$ cat src/rtl/bmp280_i2c_target.sv
// I2C target emulating the BMP280 register map: oversampled SCL/SDA, open-drain SDA,
// calibration/ADC data from ports, ctrl_meas/config writable by the bus master.
module bmp280_i2c_target #(
  parameter logic [6:0] I2C_ADDR = 7'h76,
  parameter logic [7:0] CHIP_ID  = 8'h58
) (
  input  logic         clk,
  input  logic         rstn,
  input  logic         scl_i,
  input  logic         sda_i,
  output logic         sda_oe,
  input  logic [19:0]  temp_adc,
  input  logic [19:0]  press_adc,
  input  logic [207:0] calib_data,
  output logic [7:0]   ctrl_meas,
  output logic [7:0]   config_reg,
  output logic         soft_reset,
  output logic         busy
);

  typedef enum logic [2:0] {
    IDLE, ADDR, ADDR_ACK, WR_BYTE, WR_ACK, RD_BYTE, RD_ACK, WAIT_STOP
  } state_t;

  // [0],[1] synchronise; [2] is the previous-sample stage for edge detection
  logic [2:0] scl_q, sda_q;
  logic       scl_s, scl_d, sda_s, sda_d;
  logic       scl_rise, scl_fall, start, stop;

  always_ff @(posedge clk or negedge rstn) begin
    if (!rstn) begin
      scl_q <= 3'b111;
      sda_q <= 3'b111;
    end else begin
      scl_q <= {scl_q[1:0], scl_i};
      sda_q <= {sda_q[1:0], sda_i};
    end
  end

  assign scl_s    = scl_q[1];
  assign scl_d    = scl_q[2];
  assign sda_s    = sda_q[1];
  assign sda_d    = sda_q[2];
  assign scl_rise = scl_s & ~scl_d;
  assign scl_fall = ~scl_s & scl_d;
  assign start    = scl_s & scl_d & sda_d & ~sda_s;
  assign stop     = scl_s & scl_d & ~sda_d & sda_s;

  state_t      state, state_n;
  logic [3:0]  cnt, cnt_n;
  logic [7:0]  sr, sr_n;
  logic        rw, rw_n;
  logic        ack_on, ack_on_n;
  logic        first_byte, first_n;
  logic [7:0]  ptr, ptr_n;
  logic [23:0] shadow_t, sht_n, shadow_p, shp_n;
  logic        oe_n, busy_n;
  logic        wr_en;
  logic [7:0]  rdata;

  always_comb begin
    rdata = 8'h00;
    case (ptr)
      8'hD0:   rdata = CHIP_ID;
      8'hF4:   rdata = ctrl_meas;
      8'hF5:   rdata = config_reg;
      8'hF7:   rdata = shadow_p[23:16];
      8'hF8:   rdata = shadow_p[15:8];
      8'hF9:   rdata = shadow_p[7:0];
      8'hFA:   rdata = shadow_t[23:16];
      8'hFB:   rdata = shadow_t[15:8];
      8'hFC:   rdata = shadow_t[7:0];
      default: rdata = 8'h00;
    endcase
    // 0x88 maps to the top byte of calib_data, ascending address walks downward
    for (int i = 0; i < 26; i++)
      if (ptr == 8'(136 + i)) rdata = calib_data[207 - 8*i -: 8];
  end

  always_comb begin
    state_n  = state;
    cnt_n    = cnt;
    sr_n     = sr;
    rw_n     = rw;
    ack_on_n = ack_on;
    first_n  = first_byte;
    ptr_n    = ptr;
    oe_n     = sda_oe;
    busy_n   = busy;
    sht_n    = shadow_t;
    shp_n    = shadow_p;
    wr_en    = 1'b0;
    if (stop) begin
      state_n  = IDLE;
      oe_n     = 1'b0;
      busy_n   = 1'b0;
      ack_on_n = 1'b0;
    end else if (start) begin
      state_n  = ADDR;
      cnt_n    = 4'd0;
      oe_n     = 1'b0;
      ack_on_n = 1'b0;
    end else begin
      case (state)
        ADDR: if (scl_rise) begin
          sr_n  = {sr[6:0], sda_s};
          cnt_n = cnt + 4'd1;
          if (cnt == 4'd7) begin
            if (sr_n[7:1] == I2C_ADDR) begin
              state_n  = ADDR_ACK;
              rw_n     = sr_n[0];
              busy_n   = 1'b1;
              first_n  = 1'b1;
              ack_on_n = 1'b0;
              if (sr_n[0]) begin
                sht_n = {temp_adc, 4'h0};
                shp_n = {press_adc, 4'h0};
              end
            end else begin
              state_n = WAIT_STOP;
            end
          end
        end
        // ack_on separates the fall that starts the ACK bit from the one ending it
        ADDR_ACK: if (scl_fall) begin
          if (!ack_on) begin
            oe_n     = 1'b1;
            ack_on_n = 1'b1;
          end else begin
            ack_on_n = 1'b0;
            cnt_n    = 4'd0;
            if (rw) begin
              oe_n    = ~rdata[7];
              state_n = RD_BYTE;
            end else begin
              oe_n    = 1'b0;
              state_n = WR_BYTE;
            end
          end
        end
        WR_BYTE: if (scl_rise) begin
          sr_n  = {sr[6:0], sda_s};
          cnt_n = cnt + 4'd1;
          if (cnt == 4'd7) begin
            state_n  = WR_ACK;
            ack_on_n = 1'b0;
            if (first_byte) begin
              ptr_n   = sr_n;
              first_n = 1'b0;
            end else begin
              wr_en = 1'b1;
              ptr_n = ptr + 8'd1;
            end
          end
        end
        WR_ACK: if (scl_fall) begin
          if (!ack_on) begin
            oe_n     = 1'b1;
            ack_on_n = 1'b1;
          end else begin
            oe_n     = 1'b0;
            ack_on_n = 1'b0;
            cnt_n    = 4'd0;
            state_n  = WR_BYTE;
          end
        end
        RD_BYTE: begin
          if (scl_rise) begin
            cnt_n = cnt + 4'd1;
          end else if (scl_fall) begin
            if (cnt == 4'd8) begin
              oe_n     = 1'b0;
              ptr_n    = ptr + 8'd1;
              cnt_n    = 4'd0;
              ack_on_n = 1'b0;
              state_n  = RD_ACK;
            end else begin
              oe_n = ~rdata[3'd7 - cnt[2:0]];
            end
          end
        end
        RD_ACK: begin
          if (scl_rise) begin
            if (sda_s) state_n = WAIT_STOP;
            else       ack_on_n = 1'b1;
          end else if (scl_fall && ack_on) begin
            ack_on_n = 1'b0;
            cnt_n    = 4'd0;
            oe_n     = ~rdata[7];
            state_n  = RD_BYTE;
          end
        end
        default: ;
      endcase
    end
  end

  always_ff @(posedge clk or negedge rstn) begin
    if (!rstn) begin
      state      <= IDLE;
      cnt        <= 4'd0;
      sr         <= 8'h00;
      rw         <= 1'b0;
      ack_on     <= 1'b0;
      first_byte <= 1'b0;
      ptr        <= 8'h00;
      sda_oe     <= 1'b0;
      busy       <= 1'b0;
      shadow_t   <= 24'h0;
      shadow_p   <= 24'h0;
    end else begin
      state      <= state_n;
      cnt        <= cnt_n;
      sr         <= sr_n;
      rw         <= rw_n;
      ack_on     <= ack_on_n;
      first_byte <= first_n;
      ptr        <= ptr_n;
      sda_oe     <= oe_n;
      busy       <= busy_n;
      shadow_t   <= sht_n;
      shadow_p   <= shp_n;
    end
  end

  // the soft_reset pulse itself clears the control registers on the following cycle
  always_ff @(posedge clk or negedge rstn) begin
    if (!rstn) begin
      ctrl_meas  <= 8'h00;
      config_reg <= 8'h00;
      soft_reset <= 1'b0;
    end else begin
      soft_reset <= wr_en && (ptr == 8'hE0) && (sr_n == 8'hB6);
      if (soft_reset) begin
        ctrl_meas  <= 8'h00;
        config_reg <= 8'h00;
      end else if (wr_en) begin
        if (ptr == 8'hF4) ctrl_meas  <= sr_n;
        if (ptr == 8'hF5) config_reg <= sr_n;
      end
    end
  end

endmodule

$ cat config.mk
export PLATFORM = sky130hd
export DESIGN_NAME = bmp280_i2c_target
export DESIGN_NICKNAME = d
export VERILOG_FILES = /design/src/rtl/bmp280_i2c_target.sv
export SDC_FILE = /design/constraint.sdc
export NUM_CORES = 1
export LEC_CHECK = 0
export ABC_AREA = 1
export CAP_MARGIN = 30
export CELL_PAD_IN_SITES_DETAIL_PLACEMENT = 2
export CELL_PAD_IN_SITES_GLOBAL_PLACEMENT = 2
export CORE_AREA = 2 2 185 187
export DETAILED_ROUTE_END_ITERATION = 10
export DIE_AREA = 0 0 187 189
export PLACE_DENSITY = 0.86
export SYNTH_ARGS = -nofsm -noshare
export SYNTH_HDL_FRONTEND = slang
export SYNTH_SLANG_ARGS = --single-unit
export TNS_END_PERCENT = 30
$ cat constraint.sdc
create_clock -name clk -period 4.1 [get_ports clk]
set_input_delay 1.23 -clock clk [delete_from_list [all_inputs] [get_ports clk]]
set_output_delay 1.23 -clock clk [all_outputs]
set_load 0.05 [all_outputs]
; Yosys cells after proc, flatten, opt, wreduce, memory -nomap -nowiden
; Cells that the tools add are included.
; W data, S select, Z words.
[word_totals]
reg_bits = 91
wordCells = 259
[classes]
add_sub_neg = 3
n_lt_le_gt_ge = 1
eq_ne = 80
n_mux = 115
bitwise = 15
n_reduce_logical = 29
[ops]
columns = cell, n
row1 = $mux W8, 42
row2 = $eq A8 B8 Y1 const B, 37
row3 = $pmux W8 S9, 1
row4 = $ne A4 B4 Y1 const B, 16
row5 = $mux W3, 18
row6 = $mux W1, 38
row7 = $mux W4, 9
row8 = $pmux W3 S6, 1
row9 = $reduce_bool A2 Y1, 9
row10 = $ne A2 B2 Y1 const B, 8
row11 = $pmux W4 S4, 1
row12 = $pmux W8 S2, 1
row13 = $reduce_and A8 Y1, 2
row14 = $ne A5 B5 Y1 const B, 3
row15 = $reduce_and A14 Y1, 1
row16 = $reduce_and A7 Y1, 2
row17 = $reduce_and A12 Y1, 1
row18 = $eq A3 B3 Y1 const B, 3
row19 = $ne A3 B1 Y1 const B, 3
row20 = $reduce_and A9 Y1, 1
row21 = $add A8 B1 Y8 const B, 1
row22 = $not A1 Y1, 8
row23 = $reduce_bool A8 Y1, 1
row24 = $and A1 B1 Y1, 7
row25 = 23 further kinds, 29

; Logic depth before layout (Yosys ltp)
[depth]
word_depth = 37
mapped_depth = 42

; Worst setup path before layout
; Ideal clock, no wire load.
[synth_timing]
kind = input-to-reg
from = input port calib_data[193]
to = register sda_oe
arrival_time_ps = 3121
required_ps = 4033
path_slack_ps = 912
cell_stages = 34
path_cell_list = or2_2 nand3_1 nand2_1 nand2_1 nand3_1 nand2_1 nand2_1 nand2_1 nand3_1 nand3_1 nand2_1 nand2_1 nand3_1 nand2_1 nand3_1 nand2_1 nand2_1 nand2_1 nand2_1 nand3_1 nand3_1 nand2_1 nand2_1 nand2_1 nand2_1 nand2_1 nand2_1 nand2_1 nand2_1 nand3_1 nand3_1 nand2_1 nand2_1 nand2_1
[synth_via]
elab_chain_len = 34
[synth_lines]
columns = element, line
row1 = "start, declared", 14  ; input logic [207:0] calib_data,
row2 = $mux W8 (25 in a row), 77  ; if (ptr == 8'(136 + i)) rdata = calib_data[207 - 8*i -: 8];
row3 = $bmux W1 S3, 178  ; oe_n = ~rdata[3'd7 - cnt[2:0]];
row4 = $mux W1 (not written as such), 178
row5 = $not A1 Y1, 178
row6 = $mux W1, 171  ; if (cnt == 4'd8) begin
row7 = $mux W1, 170  ; end else if (scl_fall) begin
row8 = $mux W1, 168  ; if (scl_rise) begin
row9 = $pmux W1 S4, 104  ; case (state)
row10 = $mux W1, 98  ; end else if (start) begin
row11 = $mux W1, 93  ; if (stop) begin
row12 = "end signal, assigned", 219  ; sda_oe <= oe_n;
row13 = "end, declared", 11  ; output logic sda_oe,
; Every way passes these cells. The select of a mux whose other input is x is not followed.
; A chain may end at the register's enable or synchronous reset.

; Final worst setup path
; Ends and elaborated chain as after synthesis.

==> results.md <==
- Starting DRT DRC Count: 333
- RR Endpoint: sda_oe
- CTS Buf Count: 9
- Clk pwr share: between 20% and 30%
- WHS Path Cells: 0
- # IOs: about 270
- Wire per inst: 20.0 um
- Critical Path AT: 4.19 ns
- TritonRoute pass-1 iters: 4
- Crit path time final: 3.91 ns
- Sw frac: between 30% and 40%
- Clock transition at path regs: approximately 0.06 ns
- Sequential area share after synthesis: 30.3%
- Max-Cap Viols: 0
- Bufs on Longest Clock Path: 2
- Critical Path End Type: flop
- Critical path buffers and inverters: 1
- Gpl congestion: just over 0.9
- Clk_lat worst skew: approximately 0.35 ns
- Max IR drop VDD: about 0.17 mV
- Outcome: finished clean
- EDFF count, synth: 0
- Core Region: between 30000 and 40000 sq um
- Post-synth cell types: 32
- Port Buffers: 270
- Floorplan row count: 67
- Max Slew Vio Count: 0
- Crit path depth: 35
- Total power: between 3 and 4 mW
- Worst EP required: 4.38 ns
- RSZ-0062 raised after global routing: true
- Seq pwr share: between 30% and 40%
- PwrDens: 293 nW/um^2
- Antenna violations before repair: 3
- Synth top cells by count: nand2_1 (441), inv_1 (195), nand3_1 (137)
- Hold Crit Start: scl_q[0]
- Global route overflow: 0
- Crit path top cell by count: nand2_1
- Post-detail-place hpwl: a little over 30000 um
- Critical path launch point: calib_data[193]
- DR vias/cell: 4.74
- Syn avg cell area: 6.07 sq um
- CP max-delay cell: clkdlybuf4s50_1
- Worst Path Max Fanout: 1
- Synthesized instance count: around 1200
- Die H: around 190 um
- Final core utilization: between 30% and 40%
- CP startpoint kind: input pin
- Critical setup path kind: input pin to flop
- Vias: about 9500
- Count leader, synth: nand2_1
- Leak Pwr: ~5.7 nW
- CP top delay family: simple AND/OR/NAND/NOR gates
- Highest Clock Rate: 256 MHz
- Worst Hold End: scl_q[1]
- R2r setup slk: approximately 0.19 ns
- Final Hold Viols: 0
- Yosys top cell area share: between 20% and 30%
- Top flop regs: shadow_p x20, shadow_t x20
- Routed Antenna Nets: 0
- Crit-path max cell delay: around 0.4 ns
- Int Pwr: around 2.2 mW
- Gate power share: 41.1%
- Synth Cell Area: 7550 sq um
- Most used DFF post-synth: dfrtp_1
- Final setup fails: 0
- Tightest Pin Transition: 0.968 ns
- Largest net degree at the start of global routing: between 70 and 80
- Flops & latches, synth: approximately 90
- Fraction of registers with async set/reset: 100%
- Full die area: 35300 sq um
- Final worst slack: 0.186 ns
- Fraction of layout cells with a size suffix above 1: about 17%
- Area leader, netlist: dfrtp_1
- Die W: 187 um
- TritonCTS clock tree: built
- Synth top area cells: dfrtp_1 (28%), nand2_1 (22%), inv_1 (9.7%), nand3_1 (9.1%), o21ai_0 (6.2%)
- Post-synthesis net count: 1504
- Tot GR Track Use: between 20% and 30%
- Crit Reg-Reg Startpoint: ptr[4]
- Crit share post-route: 95.5%
- Initial Util: between 20% and 30%
- Hold/Removal Path Class: flop to flop
- Place WS: -0.279 ns
- Slew HR: a little over a third
- Net Switching: roughly 1.3 mW
- Area delta synth->final: 59.5%
- Clock skew: around 0.010 ns
- Final wirelength: 40100 um
- Reg2Reg Depth: 43
- Global-route wire length before repair: between 50000 and 60000 um
- CTS Sinks: a little over 90
- Root buffer cell: clkbuf_16
- Vias in the first global route: about 10000
- Fin nets: between 1500 and 2000
- Warnings, synthesis: 0
- Drt drc: 0
- H-tree lvl count: 3
==> layout make-up <==
class                      instances  area [sq um]
clock inverter                     6          97.6
tap                              448           561
inverter                         204           793
timing repair buffer             325          3250
clock buffer                      10           229
antenna                            3          7.51
fill                            4003         21200
multi-input combinational        914          4800
sequential                        91          2290
==> per-stage QoR <==
step | instances | area [sq um] | TNS (ns) | hold slack [ns]
after global placement | 1952 | 10900 | -0.136 | 0.347
final | 2001 | 12000 | 0 | 0.356
after global routing | 2001 | 12000 | -0.227 | 0.365
after CTS | 1968 | 11200 | 0 | 0.357
after floorplan | 1243 | 7550 | 0 | 0.345
after detailed placement | 1952 | 10900 | -0.279 | 0.347
==> worst max-delay path by stage <==
stage	end	slack [ns]
detailed placement	sda_oe	-0.28
CTS	sda_oe	0.02
global route	sda_oe	-0.23
floorplan	sda_oe	0.91
finish	sda_oe	0.19
global placement	sda_oe	-0.14
==> power groups by stage <==
stage	clock network (mW)	logic, mW	registers [mW]
after floorplan	0	0.621	1.13
after global placement	0	1.16	1.14
after detailed placement	0	1.23	1.15
after CTS	0.939	1.24	1.13
after global routing	0.975	1.60	1.18
final	0.919	1.45	1.16
==> layout by cell type (no fill, tap or decap), types with 5 or more instances in the layout <==
master,n
mux2_2,33
dfrtp_1,81
clkbuf_16,10
buf_12,5
nor2_4,15
nor2_2,7
ha_1,5
a21oi_1,25
buf_4,43
o21ai_0,90
nand2_1,402
nor3_1,9
nor4_1,8
or2_2,28
nand2_2,37
inv_1,184
or2_0,7
inv_2,13
nor2_1,71
nand3_1,98
dfstp_2,6
dlymetal6s2s_1,10
nand4_1,9
nand3_2,39
clkdlybuf4s50_1,259
buf_6,5
==> worst reg2reg max path: cells and delay by family, from the launching register on <==
| family | cells | cell delay [ns] |
|---|---|---|
| buffers and inverters | 5 | 0.57 |
| DFF | 1 | 0.46 |
| and+or+nand+nor | 38 | 2.80 |
==> layer usage <==
layer  vias to the layer above  share of wire [%]  track usage (%)
met5                         -                  0                0
met4                         0                2.2             6.11
met3                        46                3.7             2.37
met2                       247                 52             38.8
met1                      4704                 42             25.6
li1                       4490                  -                -
==> repair_timing <==
action,in CTS,in global routing
resized for setup,4,161
pin swaps,0,131
endpoints found under the setup margin,1,1
hold buffers,0,0
buffers inserted,0,29
gates cloned,0,1
hold endpoints to repair,0,0
==> kinds of logic (layout without fill, tap and decap cells) <==
logic type               count (synthesis)  after routing  share of synthesized area (%)
XOR/XNOR                                 2              2                          0.232
AO/OA/AOI/OAI                          132            132                           9.25
buffers and inverters                  238            545                           12.3
adder cells (fa/ha/maj)                  9              9                           1.49
multiplexers                            33             33                           4.92
other                                    0              3                              0
flip-flops                              91             91                           30.3
AND/OR/NAND/NOR                        738            738                           41.5
(Power assumes the default switching activity.)
